--- src/rtl/lcd_pkg.sv ---
// Shared definitions for the character-LCD access arbiter: phase encoding,
// default bus timing (in clk cycles at 50 MHz) and the long-wait command check.
package lcd_pkg;

  typedef enum logic [2:0] {
    StIdle,
    StSetup,
    StPulse,
    StHold,
    StWait
  } lcd_state_e;

  localparam int unsigned DefTSetup     = 2;
  localparam int unsigned DefTEnHigh    = 25;
  localparam int unsigned DefTHold      = 2;
  localparam int unsigned DefTWaitChar  = 2500;
  localparam int unsigned DefTWaitClear = 82000;

  localparam logic [7:0] LCD_CMD_CLEAR = 8'h01;
  localparam logic [7:0] LCD_CMD_HOME  = 8'h02;

  // Clear (0x01) and home (0x02/0x03) commands need the long execution wait.
  function automatic logic needs_long_wait(input logic rs, input logic [7:0] data);
    logic [7:0] slow_bits;
    slow_bits = LCD_CMD_CLEAR | LCD_CMD_HOME;
    return !rs && ((data & ~slow_bits) == 8'h00) && ((data & slow_bits) != 8'h00);
  endfunction

  function automatic int unsigned max_of5(input int unsigned a, input int unsigned b,
                                          input int unsigned c, input int unsigned d,
                                          input int unsigned e);
    int unsigned m;
    m = a;
    if (b > m) m = b;
    if (c > m) m = c;
    if (d > m) m = d;
    if (e > m) m = e;
    return m;
  endfunction

endpackage

--- src/rtl/lcd_rr_arbiter2.sv ---
// Two-way round-robin arbiter. Grants are combinational; the last winner is
// remembered so a tie goes to the other requester next time.
module lcd_rr_arbiter2 (
  input  logic clk,
  input  logic rst_n,
  input  logic req0,
  input  logic req1,
  input  logic grant_en,
  output logic gnt0,
  output logic gnt1
);

  // 1 means requester 1 won most recently; resets to 1 so requester 0 wins the first tie.
  logic last_grant_q;

  assign gnt0 = req0 & (~req1 | last_grant_q);
  assign gnt1 = req1 & (~req0 | ~last_grant_q);

  // Record the winner whenever a grant is actually taken.
  always_ff @(posedge clk or negedge rst_n) begin
    if (!rst_n) begin
      last_grant_q <= 1'b1;
    end else if (grant_en && (gnt0 || gnt1)) begin
      last_grant_q <= gnt1;
    end
  end

endmodule

--- src/rtl/lcd_access_arbiter.sv ---
// Shares one character-LCD port between two requesters: round-robin grant,
// then setup / enable pulse / hold / execution wait driven by one down-counter.
module lcd_access_arbiter
  import lcd_pkg::*;
#(
  parameter int unsigned T_SETUP      = DefTSetup,
  parameter int unsigned T_EN_HIGH    = DefTEnHigh,
  parameter int unsigned T_HOLD       = DefTHold,
  parameter int unsigned T_WAIT_CHAR  = DefTWaitChar,
  parameter int unsigned T_WAIT_CLEAR = DefTWaitClear
) (
  input  logic       clk,
  input  logic       rst_n,
  input  logic       req0,
  input  logic       rs0,
  input  logic [7:0] data0,
  output logic       ack0,
  input  logic       req1,
  input  logic       rs1,
  input  logic [7:0] data1,
  output logic       ack1,
  output logic       busy,
  output logic       lcd_en,
  output logic       lcd_rs,
  output logic       lcd_rw,
  output logic       lcd_on,
  output logic [7:0] lcd_data
);

  localparam int unsigned TMax = max_of5(T_SETUP, T_EN_HIGH, T_HOLD, T_WAIT_CHAR, T_WAIT_CLEAR);
  localparam int unsigned CntW = $clog2(TMax) + 1;

  // Each phase loads T-1 and moves on when the counter reaches zero.
  localparam logic [CntW-1:0] SetupLd = CntW'(T_SETUP - 1);
  localparam logic [CntW-1:0] PulseLd = CntW'(T_EN_HIGH - 1);
  localparam logic [CntW-1:0] HoldLd  = CntW'(T_HOLD - 1);
  localparam logic [CntW-1:0] CharLd  = CntW'(T_WAIT_CHAR - 1);
  localparam logic [CntW-1:0] ClearLd = CntW'(T_WAIT_CLEAR - 1);

  lcd_state_e      state_q;
  logic [CntW-1:0] cnt_q;
  logic            busy_q;
  logic            en_q;
  logic            rs_q;
  logic            on_q;
  logic            ack0_q;
  logic            ack1_q;
  logic [7:0]      data_q;

  logic grant_en;
  logic gnt0;
  logic gnt1;
  logic cnt_done;

  assign grant_en = (state_q == StIdle);
  assign cnt_done = (cnt_q == '0);

  lcd_rr_arbiter2 u_arb (
    .clk      (clk),
    .rst_n    (rst_n),
    .req0     (req0),
    .req1     (req1),
    .grant_en (grant_en),
    .gnt0     (gnt0),
    .gnt1     (gnt1)
  );

  // Transfer sequencer: all outputs are registered here; reset drops lcd_en at once.
  always_ff @(posedge clk or negedge rst_n) begin
    if (!rst_n) begin
      state_q <= StIdle;
      cnt_q   <= '0;
      busy_q  <= 1'b0;
      en_q    <= 1'b0;
      rs_q    <= 1'b0;
      on_q    <= 1'b0;
      ack0_q  <= 1'b0;
      ack1_q  <= 1'b0;
      data_q  <= 8'h00;
    end else begin
      on_q   <= 1'b1;
      ack0_q <= 1'b0;
      ack1_q <= 1'b0;
      unique case (state_q)
        StIdle: begin
          if (gnt0 || gnt1) begin
            state_q <= StSetup;
            cnt_q   <= SetupLd;
            busy_q  <= 1'b1;
            ack0_q  <= gnt0;
            ack1_q  <= gnt1;
            rs_q    <= gnt1 ? rs1 : rs0;
            data_q  <= gnt1 ? data1 : data0;
          end
        end
        StSetup: begin
          if (cnt_done) begin
            state_q <= StPulse;
            cnt_q   <= PulseLd;
            en_q    <= 1'b1;
          end else begin
            cnt_q <= cnt_q - 1'b1;
          end
        end
        StPulse: begin
          if (cnt_done) begin
            state_q <= StHold;
            cnt_q   <= HoldLd;
            en_q    <= 1'b0;
          end else begin
            cnt_q <= cnt_q - 1'b1;
          end
        end
        StHold: begin
          if (cnt_done) begin
            state_q <= StWait;
            cnt_q   <= needs_long_wait(rs_q, data_q) ? ClearLd : CharLd;
          end else begin
            cnt_q <= cnt_q - 1'b1;
          end
        end
        StWait: begin
          if (cnt_done) begin
            state_q <= StIdle;
            busy_q  <= 1'b0;
          end else begin
            cnt_q <= cnt_q - 1'b1;
          end
        end
        default: begin
          state_q <= StIdle;
          busy_q  <= 1'b0;
          en_q    <= 1'b0;
        end
      endcase
    end
  end

  assign ack0     = ack0_q;
  assign ack1     = ack1_q;
  assign busy     = busy_q;
  assign lcd_en   = en_q;
  assign lcd_rs   = rs_q;
  assign lcd_rw   = 1'b0;
  assign lcd_on   = on_q;
  assign lcd_data = data_q;

endmodule
--- config.mk ---
export PLATFORM = sky130hd
export DESIGN_NAME = lcd_access_arbiter
export DESIGN_NICKNAME = d
export VERILOG_FILES = /design/src/rtl/lcd_pkg.sv /design/src/rtl/lcd_rr_arbiter2.sv /design/src/rtl/lcd_access_arbiter.sv
export SDC_FILE = /design/constraint.sdc
export NUM_CORES = 1
export LEC_CHECK = 0
export BUFFER_PORTS_ARGS = -buffer_cell sky130_fd_sc_hd__buf_4
export CAP_MARGIN = 20
export CORE_UTILIZATION = 56
export CTS_BUF_LIST = sky130_fd_sc_hd__clkbuf_16
export CTS_CLUSTER_SIZE = 12
export DETAILED_ROUTE_END_ITERATION = 12
export GPL_TIMING_DRIVEN = 0
export PLACE_DENSITY = 0.8
export SLEW_MARGIN = 0
export SYNTH_ARGS = -nofsm -noshare
export SYNTH_HDL_FRONTEND = slang
export SYNTH_SLANG_ARGS = --single-unit
--- constraint.sdc ---
create_clock -name clk -period 3.3 [get_ports clk]
set_input_delay 0.825 -clock clk [delete_from_list [all_inputs] [get_ports clk]]
set_output_delay 0.825 -clock clk [all_outputs]
set_load 0.01 [all_outputs]
# Word-level counts from Yosys, hierarchy flattened
# Cells that the tools add are included.
[word_totals]
register_bits = 36
input_bits = 22
wordCells = 71
[classes]
addsub = 1
eq_ne = 10
n_mux = 24
n_bitwise = 9
n_reduce_logical = 17
[op_table]
columns = ["operator", "n"]
rows = [
  ["18-bit two-way mux", 5],
  ["18-bit case mux with 5 select lines", 1],
  ["18-bit zero test", 1],
  ["18-bit by 1-bit subtractor with 18-bit output, second input constant", 1],
  ["17-bit two-way mux", 1],
  ["3-bit two-way mux", 5],
  ["3-bit case mux with 5 select lines", 1],
  ["2-bit != test, second input constant", 6],
  ["3-bit AND reduction", 3],
  ["8-bit zero test", 1],
  ["1-bit two-way mux", 8],
  ["8-bit two-way mux", 1],
  ["8-bit nonzero test", 1],
  ["3-bit by 2-bit equality test with 1-bit output, second input constant", 2],
  ["1-bit case mux with 3 select lines", 2],
  ["3-bit OR reduction", 2],
  ["1-bit NOT", 5],
  ["5-bit AND reduction", 1],
  ["5-bit nonzero test", 1],
  ["3-bit by 1-bit equality test with 1-bit output, second input constant", 1],
  ["3-bit equality test, second input constant", 1],
  ["1-bit logical AND", 3],
  ["3-bit zero test", 1],
  ["1-bit AND", 2],
  ["other kinds (4)", 5],
]

# Longest topological paths before layout
[depth]
ltp_word = 6
ltp_mapped = 9

# Hierarchy
# Synthesis repeated with hierarchy kept, for this count alone.
[hier_totals]
cells_unflattened = 251
hier_area_um2 = 2202.1
[by_module_without_submodules]
columns = ["module", "n_inst", "cells_per_inst", "area_per_inst_um2"]
rows = [
  ["lcd_access_arbiter", 1, 245, 2145.8],
  ["lcd_rr_arbiter2", 1, 6, 56.3],
]

# Worst setup path before layout
# OpenSTA, ideal clock, no wires.
[synth_timing]
kind = "reg-to-reg"
from = "reg cnt_q[8]"
to = "reg cnt_q[3]"
arrival_ps = 2340
setup_slack_ps = 834
stages_incl_launch_ff = 9
n_path_buf = 2
cell_sequence = "dfrtp_1 > or4_4 > or4_1 > buf_6 > or2_4 > buf_6 > nor3b_2 > nor4_1 > a221o_1"
[synth_via]
elab_chain_len = 3
word_cells_on_any_way = 7
classes_between = "1 x eq/ne; 4 x mux; 2 x reduce/logical"
[synth_rtl]
columns = ["element", "line", "source"]
rows = [
  ["from (decl)", "lcd_access_arbiter.sv:41", "logic [CntW-1:0] cnt_q;"],
  ["from (signal assigned)", "lcd_access_arbiter.sv:88", "cnt_q <= SetupLd;"],
  ["from (signal assigned)", "lcd_access_arbiter.sv:99", "cnt_q <= PulseLd;"],
  ["from (signal assigned)", "lcd_access_arbiter.sv:102", "cnt_q <= cnt_q - 1'b1;"],
  ["18-bit zero test (*)", "lcd_access_arbiter.sv:56", "assign cnt_done = (cnt_q == '0);"],
  ["18-bit two-way mux, or another cell as far along", "lcd_access_arbiter.sv:115", "if (cnt_done) begin"],
  ["18-bit case mux with 5 select lines / 3-bit AND reduction (equally long branches)", "--", ""],
]
# Mark *: on every way between the ends. The rest lies on a longest branch, timed or not.
# A chain may end at the register's enable or synchronous reset.

# Final worst setup path
[layout_timing]
from = "reg state_q[0]"
to = "reg data_q[0] (netlist: lcd_data[0])"
[layout_via]
elab_chain_len = 2
[layout_rtl]
columns = ["element", "line", "source"]
rows = [
  ["from (decl)", "lcd_access_arbiter.sv:40", "lcd_state_e state_q;"],
  ["from (signal assigned)", "lcd_access_arbiter.sv:71", "state_q <= StIdle;"],
  ["from (signal assigned)", "lcd_access_arbiter.sv:87", "state_q <= StSetup;"],
  ["from (signal assigned)", "lcd_access_arbiter.sv:98", "state_q <= StPulse;"],
  ["3-bit zero test", "lcd_access_arbiter.sv:84", "unique case (state_q)"],
  ["2-bit AND reduction (no line)", "--", ""],
  ["to (signal assigned)", "lcd_access_arbiter.sv:93", "data_q <= gnt1 ? data1 : data0;"],
  ["to (decl)", "lcd_access_arbiter.sv:48", "logic [7:0] data_q;"],
]
# No other way between the ends.

==> results_dict.tcl <==
set metrics [dict create \
    ctsHoldBuffers 0 \
    crit_path_end_kind "flop" \
    syn_area_per_cell_um2 8.88 \
    leakagePower_uw 0.00120 \
    r2r_slack_ns 0.45 \
    routedWlPerCell_um 16.0 \
    row_count 22 \
    layout-drive-gt1-share_pct 20.4 \
    hpwl_mm 3.86 \
    gp_congestion 0.917 \
    drv_cap 0 \
    ys_seq_area_share_pct 42.0 \
    status "completed" \
    grt_pass1_vias 1963 \
    synth_edf_count 0 \
    async_reset_ff_share_pct 100 \
    cts_buffer_depth 2 \
    die_area_um2 4090 \
    maxSlewHeadroom_pct 29.4 \
    finalSetupTns_ns 0 \
    hold_start "busy" \
    arrival_ns 2.98 \
    ys_seq_elements 36 \
    drcViolationCount 0 \
    hold_viol 0 \
    grt_use_total_pct 29.0 \
    antenna_found_initial 0 \
    synth_top_area_share_pct 40.7 \
    worst_pin_slew_ns 1.03 \
    cts_tree "yes" \
    timing.rr.end "lcd_data[0]" \
    num_vias 2026 \
    start_kind "flop" \
    final_nets 308 \
    grt_overflow 0 \
    cts_setup_buffers 0 \
    required_ns 3.43 \
    drv_slew 0 \
    fmax_mhz 351 \
    grt_pass1_wl_mm 8.92 \
    hp-class "reg -> reg" \
    setup_viol 0 \
    post-route-period-util_pct 86.4 \
    num_antenna_cells 0 \
    synth_area_leaders "dfrtp_1, mux2i_1, o21ai_0" \
    h-tree-depth 2 \
    slowest_stage "a2111oi_0" \
    synthesis.area_um2 2150 \
    synthTopCellsByCount "dfrtp_1, nand2_1, nor2_1, o21ai_0, nor3_1" \
    drt_first_pass_iters 4 \
    slowest_delay_ns 0.92 \
    hold_depth 2 \
    cts_sinks 36 \
    crit_top_cell "clkbuf_1" \
    numCtsBuffers 5 \
    clkTransAtPathRegs_ns 0.05 \
    vias_per_cell 6.08 \
    worstRegToRegCells 7 \
    cp_cell_sequence "or2_2, clkbuf_1, a2111oi_0, nor2_1, clkbuf_1, nand2_1, o21ai_0" \
    timing.rr.start "state_q[0]" \
    worst-path-max-fanout 10 \
    synth_most_common_cell "dfrtp_1" \
    ys.flop_type "dfrtp_1" \
    yosys.cell_types.count 51 \
    cts-root-buf "clkbuf_16" \
    rsz0062_at_grt "no" \
    skew_ns 0.00356 \
    die_x_um 64.0 \
    yosysTopAreaCell "dfrtp_1" \
    die_h_um 64.0 \
    synthCells 242 \
    criticalPathCategory "reg -> reg" \
    start_util_pct 58.7 \
    first_iter_violations 162 \
    port-buffer-count 35 \
    drtAntennaViolNets 0 \
    cp_num_buf_inv 2 \
    p_per_area_nw_per_um2 736 \
    holdPathEnd "busy" \
    period_needed_ns 2.85 \
    ios 37 \
    worstSkewPairLatency_ns 0.28 \
    yosysWarnings 0 \
    cts_resized 0 \
    ir_drop_uv 501 \
    area_delta_synth_final_pct 21.4 \
    totalWireLength_mm 5.33 \
    worst-path-stages 7 \
    syn-num-nets 266 \
    core_um2 3660 \
    cp_top_family "compound AO/OA/AOI/OAI gates" \
    grt_max_degree 37 \
    p_total_uw 1920 \
]
[state kept, by name, summed over array words and instances (netlist names)]
register            cells
cnt_q                  18
u_arb.last_grant_q      1
ack0                    1
lcd_en                  1
state_q                 3
lcd_rs                  1
lcd_on                  1
busy                    1
lcd_data                8
ack1                    1
[report_power, final]
group          switching (uW)  internal, uW
registers                 173           613
logic                     350           344
clock network             169           271
total                     692          1230
[tightest hold or removal path: stages (launching register included)]
cell and delay, ns:
dfrtp_1 0.34, nand2_1 0.05, nand2_1 0.05
[placed cells by master (no fill, tap or decap), drive strengths merged, types with 4 or more instances in the layout]
cell / netlist / routed
buf: 8 / 43
dfrtp: 35 / 35
nand2: 27 / 27
nor2: 21 / 21
o21ai: 21 / 21
nor3: 12 / 12
mux2i: 11 / 11
clkbuf: 6 / 11
a21oi: 10 / 10
inv: 7 / 9
xnor2: 8 / 8
nor4: 8 / 8
nand3: 7 / 7
or2: 6 / 6
or4: 6 / 6
nand4: 4 / 4
[area by class of cell]
| class | count | area (um2) |
|---|---|---|
| multi-input combinational | 185 | 1150 |
| fill | 300 | 1050 |
| sequential | 36 | 902 |
| timing repair buffer | 35 | 263 |
| clock buffer | 5 | 125 |
| buffer | 14 | 75.1 |
| tap | 48 | 60.1 |
| inverter | 7 | 26.3 |
| clock inverter | 3 | 11.3 |
[layer usage]
| layer | global-route usage [%] | part of all wire (%) | routed length [um] | vias up |
|---|---|---|---|---|
| met2 | 44.9 | 46 | 2440 | 85 |
| met3 | 8.57 | 5.9 | 314 | 27 |
| met1 | 36.2 | 44 | 2340 | 953 |
| li1 | - | - | - | 961 |
| met4 | 15.3 | 4.4 | 232 | 0 |
| met5 | 0 | 0 | 0 | - |
[stage by stage]
step	instances	setup WS, ns	area [um2]	utilization, %	hold WS [ns]
after floorplan	242	0.834	2150	-	0.452
after global placement	325	0.524	2470	67.5	0.463
after detailed placement	325	0.460	2470	67.5	0.473
after CTS	333	0.484	2610	71.3	0.487
after global routing	333	0.228	2610	71.3	0.509
final	333	0.449	2610	71.3	0.484
[kinds of logic (layout without fill, tap and decap cells)]
group / after synthesis / in the layout / synth area share (%)
flops: 36 / 36 / 42.0
compound gates: 60 / 60 / 18.8
other cells: 2 / 2 / 0.349
fa+ha+maj: 2 / 2 / 1.16
mux: 11 / 11 / 5.12
buf+inv: 21 / 64 / 4.71
xor+xnor: 9 / 9 / 3.67
simple gates: 101 / 101 / 24.2
[worst max-delay path by stage]
| stage | start | to | slack, ns |
|---|---|---|---|
| after floorplan | cnt_q[8] | cnt_q[3] | 0.83 |
| after detailed placement | req1 | lcd_data[5] | 0.46 |
| final | state_q[0] | lcd_data[0] | 0.45 |
| after CTS | state_q[0] | lcd_data[5] | 0.48 |
| after global placement | req1 | lcd_data[7] | 0.52 |
| after global routing | state_q[0] | lcd_data[0] | 0.23 |
No activity file was read; power rests on OpenSTA's default activity.
